`src/rtl/edge_event_arbiter_pkg.sv`:
```
// Shared types and helpers for the edge event arbiter.
//   edge_sel_t  : which input transition counts as an event
//   arb_state_t : scheduler states
//   rr_pick     : round-robin search over an eligibility vector
package edge_event_pkg;

  typedef enum logic [1:0] {
    EDGE_RISE   = 2'd0,
    EDGE_FALL   = 2'd1,
    EDGE_EITHER = 2'd2
  } edge_sel_t;

  typedef enum logic {
    IDLE  = 1'b0,
    OFFER = 1'b1
  } arb_state_t;

  localparam int unsigned MAX_CHANNELS = 16;

  // First set bit of eligible at or above ptr, wrapping at n (n <= 16).
  // The wrap is an explicit subtract so non-power-of-two n works.
  // Returns 0 when nothing is eligible; callers gate on |eligible.
  function automatic logic [3:0] rr_pick(input logic [15:0]  eligible,
                                         input logic [3:0]   ptr,
                                         input int unsigned  n);
    logic [3:0]  pick;
    logic        found;
    int unsigned idx;
    pick  = '0;
    found = 1'b0;
    for (int unsigned i = 0; i < MAX_CHANNELS; i++) begin
      if (i < n) begin
        idx = 32'(ptr) + i;
        if (idx >= n) idx = idx - n;
        if (!found && eligible[idx[3:0]]) begin
          pick  = idx[3:0];
          found = 1'b1;
        end
      end
    end
    return pick;
  endfunction

endpackage

```
`src/rtl/edge_event_arbiter_if.sv`:
```
// Consumer handshake for the edge event arbiter.
//   o_valid : event offered (arbiter -> consumer)
//   o_chan  : index of offered channel
//   i_ready : consumer accepts the offered event
interface edge_event_arbiter_if #(
  parameter int CW = 2
);
  logic          o_valid;
  logic [CW-1:0] o_chan;
  logic          i_ready;

  modport master (output o_valid, output o_chan, input i_ready);
  modport slave  (input o_valid, input o_chan, output i_ready);
endinterface

```
`src/rtl/edge_event_arbiter_event_capture.sv`:
```
// Per-channel event capture: history register, edge select, pending and
// sticky overflow flops.
//   clk, reset  : clock, synchronous active-high reset
//   i_pulse     : level input for this channel
//   i_accept    : this channel's event is being accepted this cycle
//   i_ovf_clr   : clear the overflow flag
//   o_pending   : one event waiting
//   o_overflow  : an event arrived while one was already waiting
module event_capture
  import edge_event_pkg::*;
#(
  parameter edge_sel_t EDGE = EDGE_RISE,
  parameter logic      INIT = 1'b1
) (
  input  logic clk,
  input  logic reset,
  input  logic i_pulse,
  input  logic i_accept,
  input  logic i_ovf_clr,
  output logic o_pending,
  output logic o_overflow
);

  logic prev_q;
  logic pending_q, pending_d;
  logic overflow_q, overflow_d;
  logic edge_det;

  always_comb begin
    edge_det = 1'b0;
    case (EDGE)
      EDGE_RISE:   edge_det =  i_pulse & ~prev_q;
      EDGE_FALL:   edge_det = ~i_pulse &  prev_q;
      EDGE_EITHER: edge_det =  i_pulse ^  prev_q;
      default:     edge_det = 1'b0;
    endcase
  end

  // An edge in the accept cycle re-arms pending rather than overflowing.
  // Overflow set has priority over clear.
  always_comb begin
    pending_d  = edge_det | (pending_q & ~i_accept);
    overflow_d = (edge_det & pending_q & ~i_accept) | (overflow_q & ~i_ovf_clr);
  end

  always_ff @(posedge clk) begin
    if (reset) begin
      prev_q     <= INIT;
      pending_q  <= 1'b0;
      overflow_q <= 1'b0;
    end else begin
      prev_q     <= i_pulse;
      pending_q  <= pending_d;
      overflow_q <= overflow_d;
    end
  end

  assign o_pending  = pending_q;
  assign o_overflow = overflow_q;

endmodule

```
`src/rtl/edge_event_arbiter.sv`:
```
// Edge event arbiter: captures edges on CHANNELS status lines and offers
// them one at a time, round-robin, over a valid/ready handshake.
//   clk, reset  : clock, synchronous active-high reset
//   i_pulse     : level inputs, one per source
//   i_mask      : 1 = captured but not offered
//   evt         : handshake (o_valid, o_chan, i_ready)
//   o_pending   : per-channel pending flags
//   o_overflow  : sticky per-channel overflow flags
//   i_ovf_clr   : clears matching overflow bits
module edge_event_arbiter
  import edge_event_pkg::*;
#(
  parameter int        CHANNELS = 4,
  parameter edge_sel_t EDGE     = EDGE_RISE,
  parameter logic      INIT     = 1'b1,
  localparam int       CW       = (CHANNELS > 2) ? $clog2(CHANNELS) : 1
) (
  input  logic                    clk,
  input  logic                    reset,
  input  logic [CHANNELS-1:0]     i_pulse,
  input  logic [CHANNELS-1:0]     i_mask,
  edge_event_arbiter_if.master    evt,
  output logic [CHANNELS-1:0]     o_pending,
  output logic [CHANNELS-1:0]     o_overflow,
  input  logic [CHANNELS-1:0]     i_ovf_clr
);

  arb_state_t          state_q;
  logic                valid_q;
  logic [CW-1:0]       chan_q;
  logic [CW-1:0]       rr_ptr_q;
  logic [CHANNELS-1:0] pending;
  logic [CHANNELS-1:0] overflow;
  logic [CHANNELS-1:0] eligible;
  logic [CHANNELS-1:0] accept_vec;
  logic [15:0]         elig16;
  logic [3:0]          pick4;
  logic [CW-1:0]       pick_chan;
  logic [CW-1:0]       rr_ptr_d;
  logic                accept;

  for (genvar k = 0; k < CHANNELS; k++) begin : g_chan
    event_capture #(
      .EDGE (EDGE),
      .INIT (INIT)
    ) u_cap (
      .clk        (clk),
      .reset      (reset),
      .i_pulse    (i_pulse[k]),
      .i_accept   (accept_vec[k]),
      .i_ovf_clr  (i_ovf_clr[k]),
      .o_pending  (pending[k]),
      .o_overflow (overflow[k])
    );
  end

  assign accept   = (state_q == OFFER) & valid_q & evt.i_ready;
  assign eligible = pending & ~i_mask;

  always_comb begin
    accept_vec = '0;
    if (accept) accept_vec[chan_q] = 1'b1;
  end

  always_comb begin
    elig16                 = '0;
    elig16[CHANNELS-1:0]   = eligible;
    pick4                  = rr_pick(elig16, 4'(rr_ptr_q), CHANNELS);
    pick_chan              = pick4[CW-1:0];
    rr_ptr_d               = (chan_q == CW'(CHANNELS - 1)) ? '0 : chan_q + 1'b1;
  end

  // Mask is only consulted when choosing; an offer in flight is never retracted.
  always_ff @(posedge clk) begin
    if (reset) begin
      state_q  <= IDLE;
      valid_q  <= 1'b0;
      chan_q   <= '0;
      rr_ptr_q <= '0;
    end else begin
      case (state_q)
        IDLE: begin
          if (|eligible) begin
            chan_q  <= pick_chan;
            valid_q <= 1'b1;
            state_q <= OFFER;
          end
        end
        OFFER: begin
          if (accept) begin
            rr_ptr_q <= rr_ptr_d;
            valid_q  <= 1'b0;
            state_q  <= IDLE;
          end
        end
        default: begin
          state_q <= IDLE;
          valid_q <= 1'b0;
        end
      endcase
    end
  end

  assign evt.o_valid = valid_q;
  assign evt.o_chan  = chan_q;
  assign o_pending   = pending;
  assign o_overflow  = overflow;

endmodule
```
`src/flat_wrapper.sv`:
```
// flat-port wrapper written by rule: the top's interface ports become plain ports
module edge_event_arbiter_flat import edge_event_pkg::*;
#(
  parameter int        CHANNELS = 4,
  parameter edge_sel_t EDGE     = EDGE_RISE,
  parameter logic      INIT     = 1'b1,
  localparam int       CW       = (CHANNELS > 2) ? $clog2(CHANNELS) : 1
)
  (clk, reset, i_pulse, i_mask, o_pending, o_overflow, i_ovf_clr, evt_o_valid, evt_o_chan, evt_i_ready);
  edge_event_arbiter_if evt_i ();
  input  logic clk;
  input  logic reset;
  input  logic [CHANNELS-1:0] i_pulse;
  input  logic [CHANNELS-1:0] i_mask;
  output logic [CHANNELS-1:0] o_pending;
  output logic [CHANNELS-1:0] o_overflow;
  input  logic [CHANNELS-1:0] i_ovf_clr;
  output wire logic [$bits(evt_i.o_valid)-1:0] evt_o_valid;
  output wire logic [$bits(evt_i.o_chan)-1:0] evt_o_chan;
  input wire logic [$bits(evt_i.i_ready)-1:0] evt_i_ready;
  assign evt_o_valid = evt_i.o_valid;
  assign evt_o_chan = evt_i.o_chan;
  assign evt_i.i_ready = evt_i_ready;
  edge_event_arbiter #(.CHANNELS(CHANNELS), .EDGE(EDGE), .INIT(INIT)) u_core (.clk(clk), .reset(reset), .i_pulse(i_pulse), .i_mask(i_mask), .evt(evt_i), .o_pending(o_pending), .o_overflow(o_overflow), .i_ovf_clr(i_ovf_clr));
endmodule
```
`config.mk`:
```
export PLATFORM = sky130hd
export DESIGN_NAME = edge_event_arbiter_flat
export DESIGN_NICKNAME = d
export VERILOG_FILES = /design/src/rtl/edge_event_arbiter_pkg.sv /design/src/rtl/edge_event_arbiter_if.sv /design/src/rtl/edge_event_arbiter_event_capture.sv /design/src/rtl/edge_event_arbiter.sv /design/src/flat_wrapper.sv
export SDC_FILE = /design/constraint.sdc
export NUM_CORES = 1
export LEC_CHECK = 0
export BUFFER_PORTS_ARGS = -buffer_cell sky130_fd_sc_hd__buf_2
export CORE_AREA = 10 10 78 80
export DETAILED_ROUTE_END_ITERATION = 8
export DIE_AREA = 0 0 88 90
export GPL_TIMING_DRIVEN = 0
export SETUP_SLACK_MARGIN = 0.15
export SYNTH_ARGS = -nofsm -noshare
export SYNTH_HDL_FRONTEND = slang
export SYNTH_SLANG_ARGS = --single-unit
```
`constraint.sdc`:
```
create_clock -name clk -period 1.7 [get_ports clk]
set_input_delay 0.085 -clock clk [delete_from_list [all_inputs] [get_ports clk]]
set_output_delay 0.085 -clock clk [all_outputs]
set_load 0.05 [all_outputs]
```
==> flow_metrics.py, run 1 <==
metrics = {
    "timing": {
        "finalMaxSlewViolations": 0,
        "fin_crit_sh": 0.925,
        "fmax_mhz": 636,
        "rsz0062_at_grt": "true",
        "worst_slew_pin_slew_ps": 484,
        "finalWorstSetupSlack_ps": 128,
        "setup_tns_ps": 0,
        "hold_violations": 0,
        "finalSetupViolations": 0,
        "skew_ps": 4.81,
        "holdWs_ps": 31.8,
        "fin_crit_ps": 1570,
        "relSlewSlack": 0.678,
    },
    "yosys": {
        "synthSimpleGateAreaFrac": 0.253,
        "muxShareOfSynthArea": 0.0395,
        "ys_seq_area_frac": 0.355,
        "synth-xor-area-share": 0,
        "synth_top_flop_cell": "dfxtp_1",
        "yosysUniqueCellTypes": 31,
        "synth_top_family_by_area": "simple AND/OR/NAND/NOR gates",
        "synth_edf_count": 0,
        "synth_compound_area_frac": 0.163,
        "ys_seq_elements": 18,
        "syn_nets": 143,
        "synth_cells": 122,
        "synthAdderAreaFrac": 0.0740,
        "avgSynthCellArea_um2": 8.32,
        "syn-cell-area_um2": 1010,
        "ys_warn_count": 0,
        "synthArstFlopShare": 0,
    },
    "status": {
        "status": "finished clean",
    },
    "drt": {
        "wl_met1_mm": 1.10,
        "routed_via_density": 4.44,
        "wl_per_cell_um": 11.9,
        "drcViolationCount": 0,
        "wl_met3_um": 312,
        "top_layer": "met4",
        "dr.pass1.iters": 4,
        "wirelength_mm": 2.46,
        "drt-initial-drc-count": 44,
        "ant_nets": 0,
        "via_count": 914,
        "wl_met2_mm": 1.04,
    },
    "worst_setup_path": {
        "cp_slowest_stage_delay_ps": 380,
        "cp-start-kind": "flip-flop",
        "cpMaxStageDelayCell": "dfxtp_4",
        "critPathRequiredTime_ps": 1870,
        "crit_chain": "inv_6 > ha_4 > or3b_4 > o211ai_2 > o311ai_2 > a311oi_2",
        "r2r_cells": 6,
        "path_buf_inv": 1,
        "worstSetupPathType": "flip-flop to flip-flop",
        "critical_path_depth": 6,
        "cp-end-kind": "flip-flop",
        "cpLargestDelayFamily": "compound AO/OA/AOI/OAI gates",
        "crit_fanout": 5,
        "worst-endpoint-arrival_ps": 1740,
        "reg2reg_slack_ps": 130,
    },
    "global_routing": {
        "grtUsageTotal": 0.0625,
        "grt_pass1_vias": 855,
        "grt_max_degree": 11,
        "gr-total-overflow": 0,
        "antenna_found_initial": 0,
        "grt_pass1_wl_mm": 4.06,
    },
    "finish": {
        "final_cells": 206,
        "mostFrequentLayoutCell": "buf_2",
        "syn2layout_area_growth_pct": 32.8,
        "n_antenna_cell": 0,
        "final_cell_area_um2": 1350,
        "num-nets-final": 174,
        "utilization": 0.293,
        "final_cell_mix": "buf_2, dfxtp_1, nand2_1",
        "drive_above_1_share": 0.382,
    },
    "power": {
        "seqPwrFrac": 0.490,
        "powerDensity_nw_per_um2": 689,
        "p_sw_mw": 0.253,
        "irDropWorstVdd_v": 0.000286,
        "p_clk_frac": 0.321,
        "p_int_mw": 0.675,
        "p_sw_frac": 0.273,
        "power_frac_comb": 0.188,
        "total_power_mw": 0.928,
        "leakage_nw": 0.567,
    },
    "place": {
        "place_hpwl_mm": 1.92,
        "portBuffers": 24,
        "dpl_cell_area_um2": 1250,
        "dp_cells": 200,
        "gp_congestion": 0.750,
        "pre_cts_ws_ps": 6.89,
    },
    "floorplanning": {
        "initial_utilization": 0.221,
        "io_pins": 26,
        "dieArea_um2": 7920,
        "rows": 25,
        "die_x_um": 88,
        "coreArea_um2": 4600,
        "die_y_um": 90,
    },
    "clock_network": {
        "cts_buffers": 3,
        "clkLatencyLatePin_ps": 250,
        "htreeDepth": 1,
        "cts_buffer_depth": 2,
        "cts_hold_buf": 0,
        "cts-root-buf": "clkbuf_8",
        "cts_sinks": 18,
        "cts.clk_slew.worst_paths_ps": 70,
        "cts_tree": "built",
    },
    "worst_hold_path": {
        "hold_depth": 2,
        "hold_class": "primary input to flip-flop",
    },
    "flow_run": {
        "drv_cap": 0,
    },
}
==> sequential cells by signal, summed over array words and instances, names as in the netlist <==
register                        cells
u_core.evt.o_chan                   2
u_core.evt.o_valid                  1
u_core.g_chan.u_cap.o_overflow      4
u_core.g_chan.u_cap.o_pending       4
u_core.g_chan.u_cap.prev_q          4
u_core.rr_ptr_q                     2
u_core.state_q                      1
==> cells in the mapped netlist (all sizes together) (2+ instances only) <==
cell type / number / share of area
nor3: 3 / 0.015
o21ai: 2 / 0.0099
nand2: 12 / 0.044
dfxtp: 18 / 0.36
ha: 6 / 0.074
inv: 8 / 0.030
o2111ai: 2 / 0.017
nor2: 9 / 0.033
buf: 10 / 0.075
mux2i: 4 / 0.039
o22ai: 4 / 0.025
a21oi: 9 / 0.044
nand2b: 8 / 0.049
and3: 2 / 0.012
or2: 4 / 0.025
nor2b: 7 / 0.043
clkbuf: 3 / 0.011
==> cell type report <==
| cell class | count | area (um2) |
|---|---|---|
| Fill cell | 503 | 3250 |
| Multi-Input combinational cell | 83 | 602 |
| Sequential cell | 18 | 369 |
| Timing Repair Buffer | 26 | 135 |
| Buffer | 13 | 93.8 |
| Tap cell | 54 | 67.6 |
| Clock buffer | 4 | 45.0 |
| Inverter | 8 | 35.0 |
==> timing repair <==
action | in CTS | in global routing
setup endpoints to repair | 2 | 2
setup buffers | 2 | 0
pin swaps | 2 | 1
gates resized for setup | 4 | 6
==> power groups by stage <==
stage	Sequential (mW)	Combinational, mW	Clock (mW)
after floorplan	0.482	0.106	0
after CTS	0.455	0.172	0.314
after global placement	0.466	0.168	0
final	0.455	0.175	0.298
after global routing	0.457	0.193	0.335
after detailed placement	0.467	0.168	0
==> final timing paths <==
| check | start | to |
|---|---|---|
| worst max-delay path | u_core.rr_ptr_q[0]$_SDFFE_PP0P_ | u_core.evt.o_chan[1]$_SDFFE_PP0P_ |
| worst min-delay path | i_pulse[1] | u_core.g_chan[1].u_cap.prev_q$_SDFF_PP1_ |
| worst max register to register | u_core.rr_ptr_q[0]$_SDFFE_PP0P_ | u_core.evt.o_chan[1]$_SDFFE_PP0P_ |
| worst min register to register | u_core.evt.o_valid$_SDFFE_PP0P_ | u_core.evt.o_valid$_SDFFE_PP0P_ |
==> logic make-up after synthesis <==
logic type	after synthesis
simple gates	49
flops	18
fa+ha+maj	6
compound gates	24
buf+inv	21
mux	4
==> per-layer routing <==
layer  global-route usage  up-vias
met5                    0        -
met4              0.00399        0
met3               0.0460        2
met2               0.0904       31
met1               0.0755      413
li1                     -      468
==> worst register-to-register path, delay by kind of cell, from the launching register on <==
kind	cells	cell delay [ps]
flip-flops	1	380
buffers and inverters	1	60
AND/OR/NAND/NOR	1	360
adder cells (fa/ha/maj)	1	260
AO/OA/AOI/OAI	3	430
No activity file was read; power rests on OpenSTA's default activity.
==> run 2, diff against run 1 <==
--- a/config.mk
+++ b/config.mk
@@ -7,8 +7,9 @@
 export LEC_CHECK = 0
 export BUFFER_PORTS_ARGS = -buffer_cell sky130_fd_sc_hd__buf_2
-export CORE_AREA = 10 10 78 80
+export CORE_AREA = 10 10 62 64
 export DETAILED_ROUTE_END_ITERATION = 8
-export DIE_AREA = 0 0 88 90
+export DIE_AREA = 0 0 72 74
 export GPL_TIMING_DRIVEN = 0
+export PLACE_DENSITY = 0.67
 export SETUP_SLACK_MARGIN = 0.15
 export SYNTH_ARGS = -nofsm -noshare
==> constraint.sdc (replaced) <==
create_clock -name clk -period 1.7 [get_ports clk]
set_input_delay 0.085 -clock clk [delete_from_list [all_inputs] [get_ports clk]]
set_output_delay 0.085 -clock clk [all_outputs]
set_load 0.01 [all_outputs]
==> run 2 against run 1 <==
Compared with the run above:
- critical path type unchanged
- die area shrank 33%
- critical path depth is the same
- via count grew 2.1%
- first-iteration DRC count shrank 52%
- sequential power is essentially flat
- largest cell class unchanged
- sequential cell count is the same
- count of clock-buffer cells in the layout is the same
==> flow_metrics.py, run 2 (synthesis results as in run 1) <==
metrics = {
    "status": {
        "status": "finished clean",
    },
    "finish": {
        "n_antenna_cell": 0,
        "final_cell_mix": "buf_2, dfxtp_1, buf_4",
        "fillers": 262,
        "final_cells": 191,
        "multiInputGateArea_um2": 582,
        "seqCellArea_um2": 368,
        "mostFrequentLayoutCell": "buf_2",
        "num-nets-final": 182,
        "drive_above_1_share": 0.375,
        "syn2layout_area_growth_pct": 34.2,
    },
    "floorplanning": {
        "coreArea_um2": 2660,
        "dieArea_um2": 5330,
        "die_y_um": 74,
        "initial_utilization": 0.381,
        "rows": 19,
        "die_x_um": 72,
        "io_pins": 26,
    },
    "place": {
        "gp_congestion": 0.776,
        "dp_cells": 177,
        "place_hpwl_mm": 1.88,
        "pre_cts_ws_ps": 48.2,
        "portBuffers": 24,
    },
    "timing": {
        "fin_crit_ps": 1540,
        "skew_ps": 9.45,
        "worst_slew_pin_slew_ps": 472,
        "fin_crit_sh": 0.907,
        "relSlewSlack": 0.685,
        "rsz0062_at_grt": "true",
        "fmax_mhz": 648,
        "hold_violations": 0,
        "finalWorstSetupSlack_ps": 158,
        "holdWs_ps": 73.0,
        "setup_tns_ps": 0,
        "finalMaxSlewViolations": 0,
        "finalSetupViolations": 0,
    },
    "clock_network": {
        "clkLatencyLatePin_ps": 300,
        "cts.clk_slew.worst_paths_ps": 110,
        "cts_sinks": 18,
        "htreeDepth": 1,
        "cts_buffer_depth": 2,
        "cts_tree": "built",
        "cts_buffers": 3,
        "cts-root-buf": "clkbuf_4",
    },
    "drt": {
        "drcViolationCount": 0,
        "ant_nets": 0,
        "routed_via_density": 4.88,
        "dr.pass1.iters": 4,
        "via_count": 933,
        "wl_per_cell_um": 13.0,
        "drt-initial-drc-count": 21,
        "wirelength_mm": 2.48,
    },
    "global_routing": {
        "grt_max_degree": 11,
        "grtUsageTotal": 0.0933,
        "antenna_found_initial": 0,
        "grt_pass1_wl_mm": 4.15,
        "grt_pass1_vias": 957,
        "gr-total-overflow": 0,
    },
    "worst_setup_path": {
        "crit_fanout": 4,
        "cp-end-kind": "flip-flop",
        "critPathRequiredTime_ps": 1920,
        "cp-start-kind": "flip-flop",
        "worstSetupPathType": "flip-flop to flip-flop",
        "worst-endpoint-arrival_ps": 1760,
    },
    "power": {
        "powerDensity_nw_per_um2": 637,
        "irDropWorstVdd_v": 0.000678,
        "total_power_mw": 0.867,
        "leakage_nw": 0.595,
    },
    "flow_run": {
        "drv_cap": 0,
    },
    "worst_hold_path": {
        "hold_class": "primary input to flip-flop",
    },
}
-- run 2: final timing paths --
check | startpoint | end | slack, ps | cells past startpoint
max reg2reg | u_core.rr_ptr_q[1]$_SDFFE_PP0P_ | u_core.evt.o_chan[1]$_SDFFE_PP0P_ | 160 | 6
max | u_core.rr_ptr_q[1]$_SDFFE_PP0P_ | u_core.evt.o_chan[1]$_SDFFE_PP0P_ | 160 | 6
min reg2reg | u_core.state_q$_SDFF_PP0_ | u_core.state_q$_SDFF_PP0_ | 510 | 2
min | i_ovf_clr[0] | u_core.g_chan[0].u_cap.o_overflow$_SDFF_PP0_ | 70 | 3
-- run 2: worst max-delay path, cell delays in order (launching register included) --
cell      delay, ps
dfxtp_4         380
inv_4            50
ha_4            260
or3b_4          370
o211ai_2         70
o311ai_2        130
a311oi_2        210
-- run 2: final cells by class --
class / count / share of cell area
multi-input cells: 83 / 0.427
plain buffers: 13 / 0.0689
inverters: 8 / 0.0276
clock buffers: 4 / 0.0267
repair buffers: 34 / 0.151
flip-flops and latches: 18 / 0.270
well taps: 31 / 0.0285
-- run 2: through the flow --
stage          cell area (um2)   util
2_1_floorplan             1060      -
3_3_place_gp              1220  0.459
3_5_place_dp              1220  0.459
4_1_cts                   1320  0.495
5_1_grt                   1360  0.511
6_report                  1360  0.511
-- run 2: report_power, final --
group	internal (mW)	switching [mW]
sequential	0.439	0.0143
clock	0.131	0.138
combinational	0.0750	0.0707
-- run 2: per-layer routing --
layer  GRT usage  routed length (um)  vias to the layer above
met5           0                   0                        -
met4      0.0194                  12                        0
met3      0.0359                 118                        2
met2       0.157                1210                       18
met1       0.111                1140                      428
li1            -                   -                      485
-- run 2: repair_timing --
| action | CTS | global route |
|---|---|---|
| pin swaps | 2 | 2 |
| hold buffers | 4 | 0 |
| endpoints found under the setup margin | 2 | 2 |
| buffers inserted | 2 | 4 |
| endpoints found under the hold margin | 4 | 0 |
| gates resized for setup | 3 | 4 |
